### config.mk
export PLATFORM = sky130hd
export DESIGN_NAME = calc_sequencer
export DESIGN_NICKNAME = d
export VERILOG_FILES = /design/src/rtl/calc_pkg.sv /design/src/rtl/calc_sequencer_comb_calc.sv /design/src/rtl/calc_sequencer.sv
export SDC_FILE = /design/constraint.sdc
export NUM_CORES = 1
export LEC_CHECK = 0
export CORE_ASPECT_RATIO = 0.5
export CORE_MARGIN = 2
export CORE_UTILIZATION = 55
export CTS_BUF_LIST = sky130_fd_sc_hd__clkbuf_8
export DETAILED_ROUTE_END_ITERATION = 6
export PLACE_DENSITY = 0.79
export SYNTH_ARGS = -nofsm -noshare
export SYNTH_HDL_FRONTEND = slang
export SYNTH_SLANG_ARGS = --single-unit
### constraint.sdc
create_clock -name clk -period 4.9 [get_ports clk]
set_input_delay 0.98 -clock clk [delete_from_list [all_inputs] [get_ports clk]]
set_output_delay 0.98 -clock clk [all_outputs]
set_load 0.02 [all_outputs]
### src/rtl/calc_pkg.sv
// Shared types and constants for the calculator sequencer.
// Saturation helpers are consumed only when CALC_SAT_EN is defined.
package calc_pkg;

    typedef enum logic [1:0] {
        IDLE = 2'd0,
        RUN  = 2'd1,
        RESP = 2'd2
    } seqStateT;

    localparam logic [2:0] OP_ADD_AB = 3'b000;
    localparam logic [2:0] OP_SUB_AB = 3'b001;
    localparam logic [2:0] OP_ABS_B  = 3'b010;
    localparam logic [2:0] OP_ADD_BA = 3'b100;
    localparam logic [2:0] OP_SUB_BA = 3'b101;
    localparam logic [2:0] OP_ABS_A  = 3'b110;

    // Bit patterns of the most positive / most negative w-bit signed values.
    function automatic logic [63:0] satMax(input int w);
        return (64'd1 << (w - 1)) - 64'd1;
    endfunction

    function automatic logic [63:0] satMin(input int w);
        return 64'd1 << (w - 1);
    endfunction

endpackage

### src/rtl/calc_sequencer_comb_calc.sv
// CombCalc: combinational W-bit two's-complement calculator with signed overflow flag.
// Opcode bit 0 is a don't-care for the two absolute-value operations.
module CombCalc
    import calc_pkg::*;
#(
    parameter int W = 16
) (
    input  logic [W-1:0] a,
    input  logic [W-1:0] b,
    input  logic [2:0]   op,
    output logic [W-1:0] r,
    output logic         ovf
);

    localparam logic [W-1:0] MIN_VAL = {1'b1, {(W-1){1'b0}}};

    always_comb begin
        r   = '0;
        ovf = 1'b0;
        casez (op)
            OP_ADD_AB: begin
                r   = a + b;
                ovf = (a[W-1] == b[W-1]) && (r[W-1] != a[W-1]);
            end
            OP_SUB_AB: begin
                r   = a - b;
                ovf = (a[W-1] != b[W-1]) && (r[W-1] != a[W-1]);
            end
            3'b01?: begin
                r   = b[W-1] ? -b : b;
                ovf = (b == MIN_VAL);
            end
            OP_ADD_BA: begin
                r   = b + a;
                ovf = (a[W-1] == b[W-1]) && (r[W-1] != b[W-1]);
            end
            OP_SUB_BA: begin
                r   = b - a;
                ovf = (b[W-1] != a[W-1]) && (r[W-1] != b[W-1]);
            end
            default: begin
                r   = a[W-1] ? -a : a;
                ovf = (a == MIN_VAL);
            end
        endcase
    end

endmodule

### src/rtl/calc_sequencer.sv
// calc_sequencer: turns CombCalc into a multi-cycle accumulate engine behind cmd/rsp handshakes.
// Define CALC_SAT_EN to saturate ACC on overflowing iterations instead of wrapping.
//
// state | meaning
// IDLE  | waiting for a command, cmd_ready=1
// RUN   | one calculator iteration per cycle until the count expires
// RESP  | holding the response until rsp_ready
module calc_sequencer
    import calc_pkg::*;
#(
    parameter int W  = 16,
    parameter int CW = 4
) (
    input  logic          clk,
    input  logic          rst_n,
    input  logic          cmd_valid,
    output logic          cmd_ready,
    input  logic          cmd_load,
    input  logic [2:0]    cmd_op,
    input  logic [W-1:0]  cmd_data,
    input  logic [CW-1:0] cmd_cnt,
    output logic          rsp_valid,
    input  logic          rsp_ready,
    output logic [W-1:0]  rsp_data,
    output logic          rsp_ovf,
    output logic          busy
);

    seqStateT      state;
    seqStateT      stateNext;
    logic [W-1:0]  accReg;
    logic [W-1:0]  opndReg;
    logic [2:0]    opReg;
    logic [CW-1:0] cntReg;
    logic          ovfSticky;
    logic [W-1:0]  calcR;
    logic          calcOvf;
    logic [W-1:0]  accNext;

    CombCalc #(.W(W)) uCalc (
        .a   (accReg),
        .b   (opndReg),
        .op  (opReg),
        .r   (calcR),
        .ovf (calcOvf)
    );

`ifdef CALC_SAT_EN
    localparam logic [63:0]  SAT_MAX_FULL = satMax(W);
    localparam logic [63:0]  SAT_MIN_FULL = satMin(W);
    localparam logic [W-1:0] SAT_MAX      = SAT_MAX_FULL[W-1:0];
    localparam logic [W-1:0] SAT_MIN      = SAT_MIN_FULL[W-1:0];

    // A negative-looking wrapped result means we overflowed upwards.
    assign accNext = calcOvf ? (calcR[W-1] ? SAT_MAX : SAT_MIN) : calcR;
`else
    assign accNext = calcR;
`endif

    always_ff @(posedge clk or negedge rst_n) begin
        if (!rst_n) begin
            state <= IDLE;
        end else begin
            state <= stateNext;
        end
    end

    always_comb begin
        stateNext = state;
        cmd_ready = 1'b0;
        rsp_valid = 1'b0;
        busy      = 1'b1;
        case (state)
            IDLE: begin
                cmd_ready = 1'b1;
                busy      = 1'b0;
                if (cmd_valid) begin
                    stateNext = (cmd_load || (cmd_cnt == '0)) ? RESP : RUN;
                end
            end
            RUN: begin
                if (cntReg == CW'(1)) begin
                    stateNext = RESP;
                end
            end
            RESP: begin
                rsp_valid = 1'b1;
                if (rsp_ready) begin
                    stateNext = IDLE;
                end
            end
            default: begin
                stateNext = IDLE;
            end
        endcase
    end

    always_ff @(posedge clk or negedge rst_n) begin
        if (!rst_n) begin
            accReg    <= '0;
            opndReg   <= '0;
            opReg     <= OP_ADD_AB;
            cntReg    <= '0;
            ovfSticky <= 1'b0;
        end else if (state == IDLE && cmd_valid) begin
            opReg     <= cmd_op;
            opndReg   <= cmd_data;
            cntReg    <= cmd_cnt;
            ovfSticky <= 1'b0;
            if (cmd_load) begin
                accReg <= cmd_data;
            end
        end else if (state == RUN) begin
            accReg    <= accNext;
            ovfSticky <= ovfSticky | calcOvf;
            cntReg    <= cntReg - CW'(1);
        end
    end

    assign rsp_data = accReg;
    assign rsp_ovf  = ovfSticky;

endmodule

# == After elaboration in Yosys (flattened, before gate mapping) ==
# Cells that the tools add are included.
# totals
ff_bits,42
out_inout_bits,20
# classes
n_eq_ne,20
mux,19
add_sub_neg,6
bitwise,1
reduce_logical,15
# ops
cell,count
2-to-1 mux 16 bit,5
one-hot mux 16 bit (4 select lines),1
"equality test 16 bit, second input constant",2
negator 16 bit,2
subtractor 16 bit,2
adder 16 bit,1
2-to-1 mux 2 bit,4
2-to-1 mux 4 bit,2
"!= test 2 bit, second input constant",4
"equality test 3 bit, second input constant",2
!= test 1 bit,6
one-hot mux 2 bit (3 select lines),1
AND reduction 3 bit,2
nonzero test 6 bit,1
logical AND 1 bit,5
2-to-1 mux 1 bit,5
one-hot mux 1 bit (5 select lines),1
"equality test 2 x 1 -> 1 bit, second input constant",2
"equality test 4 x 1 -> 1 bit, second input constant",1
zero test 4 bit,1
"subtractor 4 x 1 -> 4 bit, second input constant",1
"equality test 3 x 1 -> 1 bit, second input constant",1
zero test 3 bit,1
"equality test 2 bit, second input constant",1
7 further kinds,7

# == Logic depth before layout (Yosys ltp) ==
# Gate-level depths: netlist of run 1.
# depth
ltp_word,7
ltp_mapped,12

# == Modules after synthesis ==
# Synthesis of run 1 repeated with hierarchy kept, for this count alone.
# hier_totals
hier_cells,670
hier_area_um2,5226.3
# by_module_without_submodules
module,instances,area_per_inst_um2,cells_each
CombCalc,1,3337.0,491
calc_sequencer,1,1889.3,179

# == Worst setup path before layout of run 1 ==
# OpenSTA, ideal clock, no wires.
# synth_path
kind,reg2reg
start,reg accReg[3] (netlist: rsp_data[3])
end,reg ovfSticky (netlist: rsp_ovf)
stages_incl_launch_ff,12
arrival_ns,2.576
path_buffers,1
slack_ns,2.196
setup_time_ns,0.129
path_cell_list,dfrtp_1 > inv_1 > ha_1 > buf_4 > or4b_1 > o21ai_2 > a21oi_2 > a2111oi_4 > a21oi_2 > mux2i_1 > a221oi_1 > a21oi_1
# synth_between
elab_chain_cells,7
elab_cells_between_ends,16
classes_between,3 x add/sub; 5 x eq/ne; 3 x mux; 1 x bitwise; 4 x reduce/logical
# synth_lines
item,line,rtl
from (decl),calc_sequencer.sv:31,logic [W-1:0] accReg;
from (signal assigned),calc_sequencer.sv:111,accReg <= cmd_data;
from (signal assigned),calc_sequencer.sv:114,accReg <= accNext;
subtractor 16 bit (tied with other cells),calc_sequencer_comb_calc.sv:38,r = b - a;
"!= test 1 bit, on equally long branches",-,
"logical AND 1 bit, on equally long branches",-,
one-hot mux 1 bit (5 select lines) (*),calc_sequencer_comb_calc.sv:20,casez (op)
OR 1 bit (*),calc_sequencer.sv:115,ovfSticky <= ovfSticky | calcOvf;
2-to-1 mux 1 bit (*),calc_sequencer.sv:113,end else if (state == RUN) begin
2-to-1 mux 1 bit (*),calc_sequencer.sv:105,end else if (state == IDLE && cmd_valid) begin
to (signal assigned),calc_sequencer.sv:115,
to (decl),calc_sequencer.sv:35,logic ovfSticky;
# Mark *: on every way between the ends. The rest lies on a longest branch, timed or not. The select of a mux whose other input is x is not followed.
# A chain may end at the register's enable or synchronous reset.

# == Worst setup path after layout of run 1 ==
# layout_path
start,reg accReg[2] (netlist: rsp_data[2])
end,reg accReg[14] (netlist: rsp_data[14])
# layout_between
elab_chain_cells,5
elab_cells_between_ends,8
classes_between,4 x add/sub; 4 x mux
# layout_lines
item,line,rtl
negator 16 bit,calc_sequencer_comb_calc.sv:42,r = a[W-1] ? -a : a;
2-to-1 mux 16 bit,calc_sequencer_comb_calc.sv:42,
one-hot mux 16 bit (4 select lines) (*),calc_sequencer_comb_calc.sv:20,
2-to-1 mux 16 bit (*),calc_sequencer.sv:113,
2-to-1 mux 16 bit (*),calc_sequencer.sv:105,
# Marked as above.

==> results of run 1 <==
==> critical path: cells and delay by family, from the launching register on <==
family / cells / cell delay, ps
simple gates: 2 / 440
compound gates: 5 / 1630
flops: 1 / 490
buf+inv: 1 / 110
fa+ha+maj: 1 / 440
==> how the worst max path moves through the flow <==
stage	startpoint	to	slack [ps]
2_1_floorplan	rsp_data[3]	rsp_ovf	2200
3_3_place_gp	cmd_valid	rsp_data[9]	1830
3_5_place_dp	rsp_data[2]	rsp_data[14]	1720
4_1_cts	rsp_data[2]	rsp_data[14]	1710
5_1_grt	rsp_data[2]	rsp_data[14]	1360
6_report	rsp_data[2]	rsp_data[14]	1690
==> flip-flops by register name, indices dropped and copies added, names as in the netlist <==
signal,flops
state,2
opndReg,16
rsp_ovf,1
opReg,3
cntReg,4
rsp_data,16
==> metal layers <==
metal  share of wire  track usage
met1            0.45        0.502
met2            0.41        0.490
met3            0.11       0.0634
met4           0.024        0.103
met5               0            0
==> Yosys cell counts, types with 5 or more instances <==
library cell	count
a31oi_1	8
xor2_1	6
o31ai_1	6
nand2_1	69
a211oi_1	6
nor2_1	37
a221o_1	9
nand2b_1	14
dfrtp_1	42
or3_1	9
o21ai_0	42
inv_1	49
o221ai_1	6
clkbuf_1	23
a21o_1	8
ha_1	49
buf_2	8
o21ai_1	10
and3_1	6
o211ai_1	8
a21oi_1	54
nand3_1	13
nor3_1	32
nor2b_1	13
nor3b_1	5
a221oi_1	10
xnor2_1	31
==> metrics by stage <==
| step | utilization | instances | instance area (um^2) | hold WS, ps | worst slack (ps) |
|---|---|---|---|---|---|
| floorplan | - | 664 | 5090 | 503 | 2200 |
| global placement | 0.634 | 802 | 5620 | 532 | 1830 |
| detailed placement | 0.634 | 802 | 5620 | 531 | 1720 |
| CTS | 0.646 | 810 | 5730 | 559 | 1710 |
| global route | 0.646 | 810 | 5730 | 587 | 1360 |
| finish | 0.646 | 810 | 5730 | 560 | 1690 |
==> area by class of cell <==
class                   instances  area [um^2]  share of cell area
flip-flops and latches         42         1050               0.184
clock buffers                   5         68.8              0.0120
clock inverters                 3         41.3             0.00721
repair buffers                 54          518              0.0905
multi-input cells             538         3710               0.648
well taps                     117          146              0.0256
inverters                      51          191              0.0334
==> cell families after synthesis <==
logic type,after synthesis
multiplexers,6
AO/OA/AOI/OAI,215
XOR/XNOR,37
flip-flops,42
adder cells (fa/ha/maj),52
AND/OR/NAND/NOR,228
buffers and inverters,84
==> results_dict.tcl, run 1 <==
set metrics [dict create \
    crit_path_end_kind "flip-flop" \
    slowest_stage "a2111oi_2" \
    fmax_ghz 0.312 \
    synth_nets 744 \
    violations "design-rule violations" \
    arrival_ps 3420 \
    finalCritPeriodShare 0.655 \
    crit_fanout 11 \
    reg2reg_slack_ps 1690 \
    timing.rr.start "rsp_data[2]" \
    syn_to_final_growth_pct 12.5 \
    final_cell_mix "69 x nand2_1, 54 x a21oi_1, 50 x inv_1, 49 x ha_1, 46 x clkdlybuf4s50_1" \
    synthArstFlopShare 1.00 \
    worstSetupPathType "flip-flop to flip-flop" \
    start_util 0.575 \
    synth_edf_count 0 \
    cts_tree "yes" \
    drv_slew 0 \
    track_usage 0.335 \
    rows 24 \
    reg2reg_depth 9 \
    period_minus_slack_ps 3210 \
    hold_path_end "cntReg[3]" \
    viasPerCell 6.58 \
    drt_wl_total_um 16700 \
    wl_per_cell_um 20.7 \
    hold_viol 0 \
    synth_xor_area_frac 0.0637 \
    critical_path.max_stage_delay_ps 520 \
    clk_pin_slew_ps 100 \
    synth_top_flop_cell "dfrtp_1" \
    hp-class "flip-flop to flip-flop" \
    globalplace.congestion 0.986 \
    grt_max_degree 45 \
    die_area_um2 10100 \
    worstPathRequired_ps 5110 \
    synth.distinct_cells 76 \
    cts_hold_buf 0 \
    port_buffers 47 \
    ys_top_cells_by_area "dfrtp_1 21%, ha_1 12%, xnor2_1 5.3%, a21oi_1 5.3%, nand2_1 5.1%" \
    clock_latency_ps 320 \
    layout.nets 772 \
    rsz0062_at_grt "no" \
    yosys.area.top_type "dfrtp_1" \
    dieHeight_um 72.0 \
    nFillCells 809 \
    antenna_cells 0 \
    critPathLaunchType "flip-flop" \
    cts_buffer_depth 2 \
    grt_pass1_wl_um 26500 \
    antenna_found_initial 0 \
    grt-ovfl-total 0 \
    boundaryPins 48 \
    post_cts_buffers 0 \
    drc 2 \
    cts_root_buffer "clkbuf_8" \
    synth-seq-cells 42 \
    synth_compound_area_frac 0.291 \
    core_area_um2 8860 \
    synth_cells 664 \
    htreeDepth 2 \
    max_slew_margin 0.329 \
    final_antenna_net_count 0 \
    drive_gt1_frac 0.0592 \
    hold_start "cntReg[3]" \
    vias 5328 \
    hold_depth 1 \
    maxCapViolations 0 \
    synth_warnings 0 \
    seq_area_frac_synth 0.206 \
    grt_pass1_vias 4807 \
    finalSetupViolations 0 \
    drt_iter0_drc 690 \
    crit_chain "inv_1 > ha_1 > nand2b_1 > a221oi_1 > o211ai_1 > a2111oi_2 > o211ai_1 > and3_1 > a221oi_1" \
    synth_top_family_by_area "compound AO/OA/AOI/OAI gates" \
    synth.top_cell.area_share 0.206 \
    tightest_slew_ps 1010 \
    rr_endpoint "rsp_data[14]" \
    synthSimpleGateAreaFrac 0.230 \
    post_cts_resized 0 \
    synthesis.area_um2 5090 \
    firstDrtPassIters 7 \
    die_w_um 140 \
    synthAdderAreaFrac 0.132 \
    cts_made_buffers 5 \
    run_status "finished, violations left" \
    cts_num_sinks 42 \
    syn_avg_cell_area_um2 7.67 \
    dp_hpwl_um 12700 \
    finalSetupTns_ps 0 \
    finClkSkew_ps 12.4 \
    synthMuxAreaShare 0.0123 \
    final_common_cell "nand2_1" \
]
Power of run 1 is not shown: default switching activity piles up to over one toggle a cycle in this logic, so the estimate is an artifact.
==> run 2, diff against run 1 <==
Settings changed: PLACE_DENSITY 0.79 to 0.82.
Clock period 4.9 ns to 2.8 ns, I/O delays scaled along.
==> results_dict.tcl, run 2 (synthesized netlist as in run 1, its figures left out) <==
set metrics [dict create \
    clk_pin_slew_ps 100 \
    worstSetupPathType "flip-flop to flip-flop" \
    port_buffers 47 \
    worstPathRequired_ps 3010 \
    period_minus_slack_ps 2750 \
    violations "design-rule violations" \
    firstDrtPassIters 7 \
    grt_pass1_vias 5299 \
    startpoint "opndReg[5]" \
    finalCritPeriodShare 0.982 \
    cts_root_buffer "clkbuf_8" \
    grt_pass1_wl_um 28500 \
    grt_max_degree 48 \
    start_util 0.575 \
    crit_fanout 7 \
    place_ws_ps -30.2 \
    setup_ws_ps 51.3 \
    max_slew_margin 0.310 \
    cts_num_sinks 42 \
    nFillCells 678 \
    arrival_ps 2960 \
    fmax_ghz 0.364 \
    rsz0062_at_grt "yes" \
    final_cell_mix "86 x buf_4, 69 x nand2_1, 49 x a21oi_1, 47 x inv_1, 46 x clkdlybuf4s50_1" \
    final_antenna_net_count 0 \
    finClkSkew_ps 10.2 \
    drive_gt1_frac 0.199 \
    syn_to_final_growth_pct 28.3 \
    grt-ovfl-total 0 \
    die_w_um 140 \
    dieHeight_um 72.0 \
    cts_tree "yes" \
    clock_latency_ps 320 \
    maxCapViolations 0 \
    viasPerCell 6.34 \
    dp_hpwl_um 14200 \
    core_area_um2 8860 \
    die_area_um2 10100 \
    tightest_slew_ps 1040 \
    wl_per_cell_um 20.6 \
    drt_iter0_drc 592 \
    rows 24 \
    cts_made_buffers 5 \
    layout.nets 852 \
    track_usage 0.365 \
    timing.rr.start "opndReg[5]" \
    htreeDepth 2 \
    globalplace.congestion 0.975 \
    boundaryPins 48 \
    critPathLaunchType "flip-flop" \
    cts_hold_buf 0 \
    cts_buffer_depth 2 \
    run_status "finished, violations left" \
    hold_viol 0 \
    antenna_found_initial 1 \
    vias 5650 \
    hp-class "input pin to async pin" \
    finalSetupViolations 0 \
    drv_slew 0 \
    final_common_cell "buf_4" \
    drt_wl_total_um 18400 \
    drc 7 \
    crit_path_end_kind "flip-flop" \
]
-- run 2: cell count changes in the layout (fill, tap and decap cells not counted), sizes merged --
| cell | delta |
|---|---|
| buf | +80 |
| bufinv | -1 |
| clkbuf | +1 |
| clkinv | +1 |
| diode | +1 |
| inv | -1 |
-- run 2: layout make-up --
type | count | area, um^2 | area share
timing repair buffer | 134 | 1130 | 0.173
tap | 117 | 146 | 0.0224
antenna | 1 | 2.50 | 0.000383
clock inverter | 2 | 12.5 | 0.00192
clock buffer | 6 | 82.6 | 0.0126
multi-input combinational | 538 | 3910 | 0.598
sequential | 42 | 1060 | 0.162
inverter | 51 | 191 | 0.0293
-- run 2: critical path, cell delays in order (launching register included) --
cell	delay, ps
dfrtp_2	460
buf_4	160
ha_4	220
buf_4	160
a21o_1	180
a21oi_1	180
nor2b_1	80
o31a_1	370
buf_4	160
a41o_1	230
a211o_1	260
o21ai_1	90
a21oi_1	90
-- run 2: metal layers --
metal  part of all wire  GRT usage  vias up  wire (um)
li1                   -          -     2627          -
met1               0.44      0.522     2649       8180
met2               0.43      0.560      336       7870
met3               0.11     0.0733       38       1970
met4              0.020      0.118        0        364
met5                  0          0        -          0
-- run 2: worst paths after layout --
check,end,slack [ps],cells past startpoint
max,rsp_data[12],50,12
min in group clk,rsp_data[0],560,2
min reg2reg,rsp_data[0],560,2
max in group asynchronous,rsp_data[4],1670,1
min,opndReg[14],400,1
max reg2reg,rsp_data[12],50,12
-- run 2: stage by stage --
stage	setup TNS [ps]	area (um^2)	hold slack, ps	util	cells
detailed placement	-30.2	6170	537	0.696	874
global placement	0	6170	515	0.696	874
global route	-125	6530	482	0.737	890
finish	0	6530	405	0.737	891
floorplan	0	5090	264	-	664
CTS	0	6310	432	0.712	883
-- run 2: repair_timing --
| action | 4_1_cts | 5_1_grt |
|---|---|---|
| buffers inserted | 1 | 7 |
| setup endpoints to repair | 2 | 9 |
| pin swaps | 2 | 10 |
| gates resized for setup | 5 | 35 |
Power of run 2 is left out for the same reason.
==> run 3, diff against run 2 <==
Settings changed: CELL_PAD_IN_SITES_DETAIL_PLACEMENT set to 0, CELL_PAD_IN_SITES_GLOBAL_PLACEMENT set to 2, CORE_UTILIZATION 55 to 32, PLACE_DENSITY 0.82 to 0.81.
==> results_dict.tcl, run 3 (synthesized netlist as in run 1, its figures left out) <==
set metrics [dict create \
    core_area_um2 15500 \
    cts_tree "yes" \
    grt_pass1_wl_um 31500 \
    globalplace.congestion 0.949 \
    syn_to_final_growth_pct 32.0 \
    postPlaceCellArea_um2 6400 \
    period_minus_slack_ps 2690 \
    rows 32 \
    hold_viol 0 \
    reg2reg_depth 9 \
    grt_pass1_vias 5274 \
    antenna_found_initial 0 \
    layout.nets 866 \
    wl_per_cell_um 20.6 \
    final_cell_mix "100 x buf_4, 69 x nand2_1, 49 x a21oi_1, 47 x inv_1, 46 x clkdlybuf4s50_1" \
    cts_num_sinks 42 \
    grt-ovfl-total 0 \
    cts_buffer_depth 2 \
    arrival_ps 2930 \
    boundaryPins 48 \
    finalInstanceArea_um2 6720 \
    dieHeight_um 93.2 \
    drv_slew 0 \
    maxCapViolations 0 \
    track_usage 0.244 \
    drive_gt1_frac 0.211 \
    reg2reg_slack_ps 110 \
    drt_wl_total_um 20400 \
    rsz0062_at_grt "yes" \
    die_w_um 182 \
    cts_hold_buf 0 \
    run_status "finished clean" \
    drt_iter0_drc 480 \
    crit_path_end_kind "flip-flop" \
    finClkSkew_ps 5.27 \
    cts_made_buffers 5 \
    rr_endpoint "rsp_data[13]" \
    clk_pin_slew_ps 100 \
    max_slew_margin 0.566 \
    tightest_slew_ps 651 \
    dp_hpwl_um 15900 \
    crit_fanout 4 \
    hp-class "input pin to async pin" \
    clock_latency_ps 320 \
    nFillCells 1599 \
    antenna_cells 0 \
    start_util 0.328 \
    cts_root_buffer "clkbuf_8" \
    fmax_ghz 0.371 \
    viasPerCell 5.64 \
    drc 0 \
    worstSetupPathType "flip-flop to flip-flop" \
    finalSetupTns_ps 0 \
    critPathLaunchType "flip-flop" \
    finalSetupViolations 0 \
    final_antenna_net_count 0 \
    timing.rr.start "opndReg[4]" \
    vias 5591 \
    firstDrtPassIters 5 \
    grt_max_degree 41 \
    finalCritPeriodShare 0.962 \
    die_area_um2 17000 \
    htreeDepth 2 \
    final_common_cell "buf_4" \
    worstPathRequired_ps 3040 \
    port_buffers 47 \
]
==> run 3: area by class of cell <==
cell class | instances | area (um^2) | share of cell area
Clock inverter | 3 | 25.0 | 0.00372
Multi-Input combinational cell | 538 | 3890 | 0.579
Tap cell | 204 | 255 | 0.0380
Clock buffer | 5 | 68.8 | 0.0102
Timing Repair Buffer | 148 | 1240 | 0.184
Sequential cell | 42 | 1050 | 0.157
Inverter | 51 | 191 | 0.0285
==> run 3: stage by stage <==
| step | util | hold slack [ps] | worst slack [ps] | std cells |
|---|---|---|---|---|
| after floorplan | - | 264 | 95.8 | 664 |
| after global placement | 0.413 | 528 | 55.1 | 976 |
| after detailed placement | 0.413 | 531 | 21.0 | 976 |
| after CTS | 0.419 | 196 | 23.6 | 984 |
| after global routing | 0.434 | 203 | -27.9 | 991 |
| final | 0.434 | 187 | 108 | 991 |
==> run 3: what timing repair did <==
| action | CTS | global route |
|---|---|---|
| resized for setup | 1 | 33 |
| setup buffers | 0 | 8 |
| pin swaps | 0 | 8 |
| endpoints found under the setup margin | 1 | 8 |
==> run 3: per-layer routing <==
metal / vias to the layer above / wire [um] / track usage
met5: - / 0 / 0
met4: 0 / 337 / 0.0430
met3: 33 / 1160 / 0.0382
met2: 189 / 8610 / 0.372
met1: 2715 / 10300 / 0.364
li1: 2654 / - / -
==> run 3: worst max path at each step <==
stage | startpoint | endpoint | slack (ps) | cells past startpoint
final | opndReg[4] | rsp_data[13] | 110 | 9
after global routing | rsp_data[0] | rsp_data[14] | -30 | 11
after CTS | rsp_data[0] | rsp_data[14] | 20 | 10
after detailed placement | rsp_data[2] | rsp_data[14] | 20 | 11
after global placement | rsp_data[2] | rsp_data[14] | 60 | 11
after floorplan | rsp_data[3] | rsp_ovf | 100 | 11
==> run 3: worst max-delay path, stage by stage (launching register included) <==
cell and delay [ps]:
dfrtp_2 470, ha_4 180, or4b_4 530, o21ai_2 200
a21oi_4 80, a2111oi_4 490, buf_4 180, xor2_1 140
a21oi_1 100, a221oi_2 230
Power of run 3 is left out for the same reason.
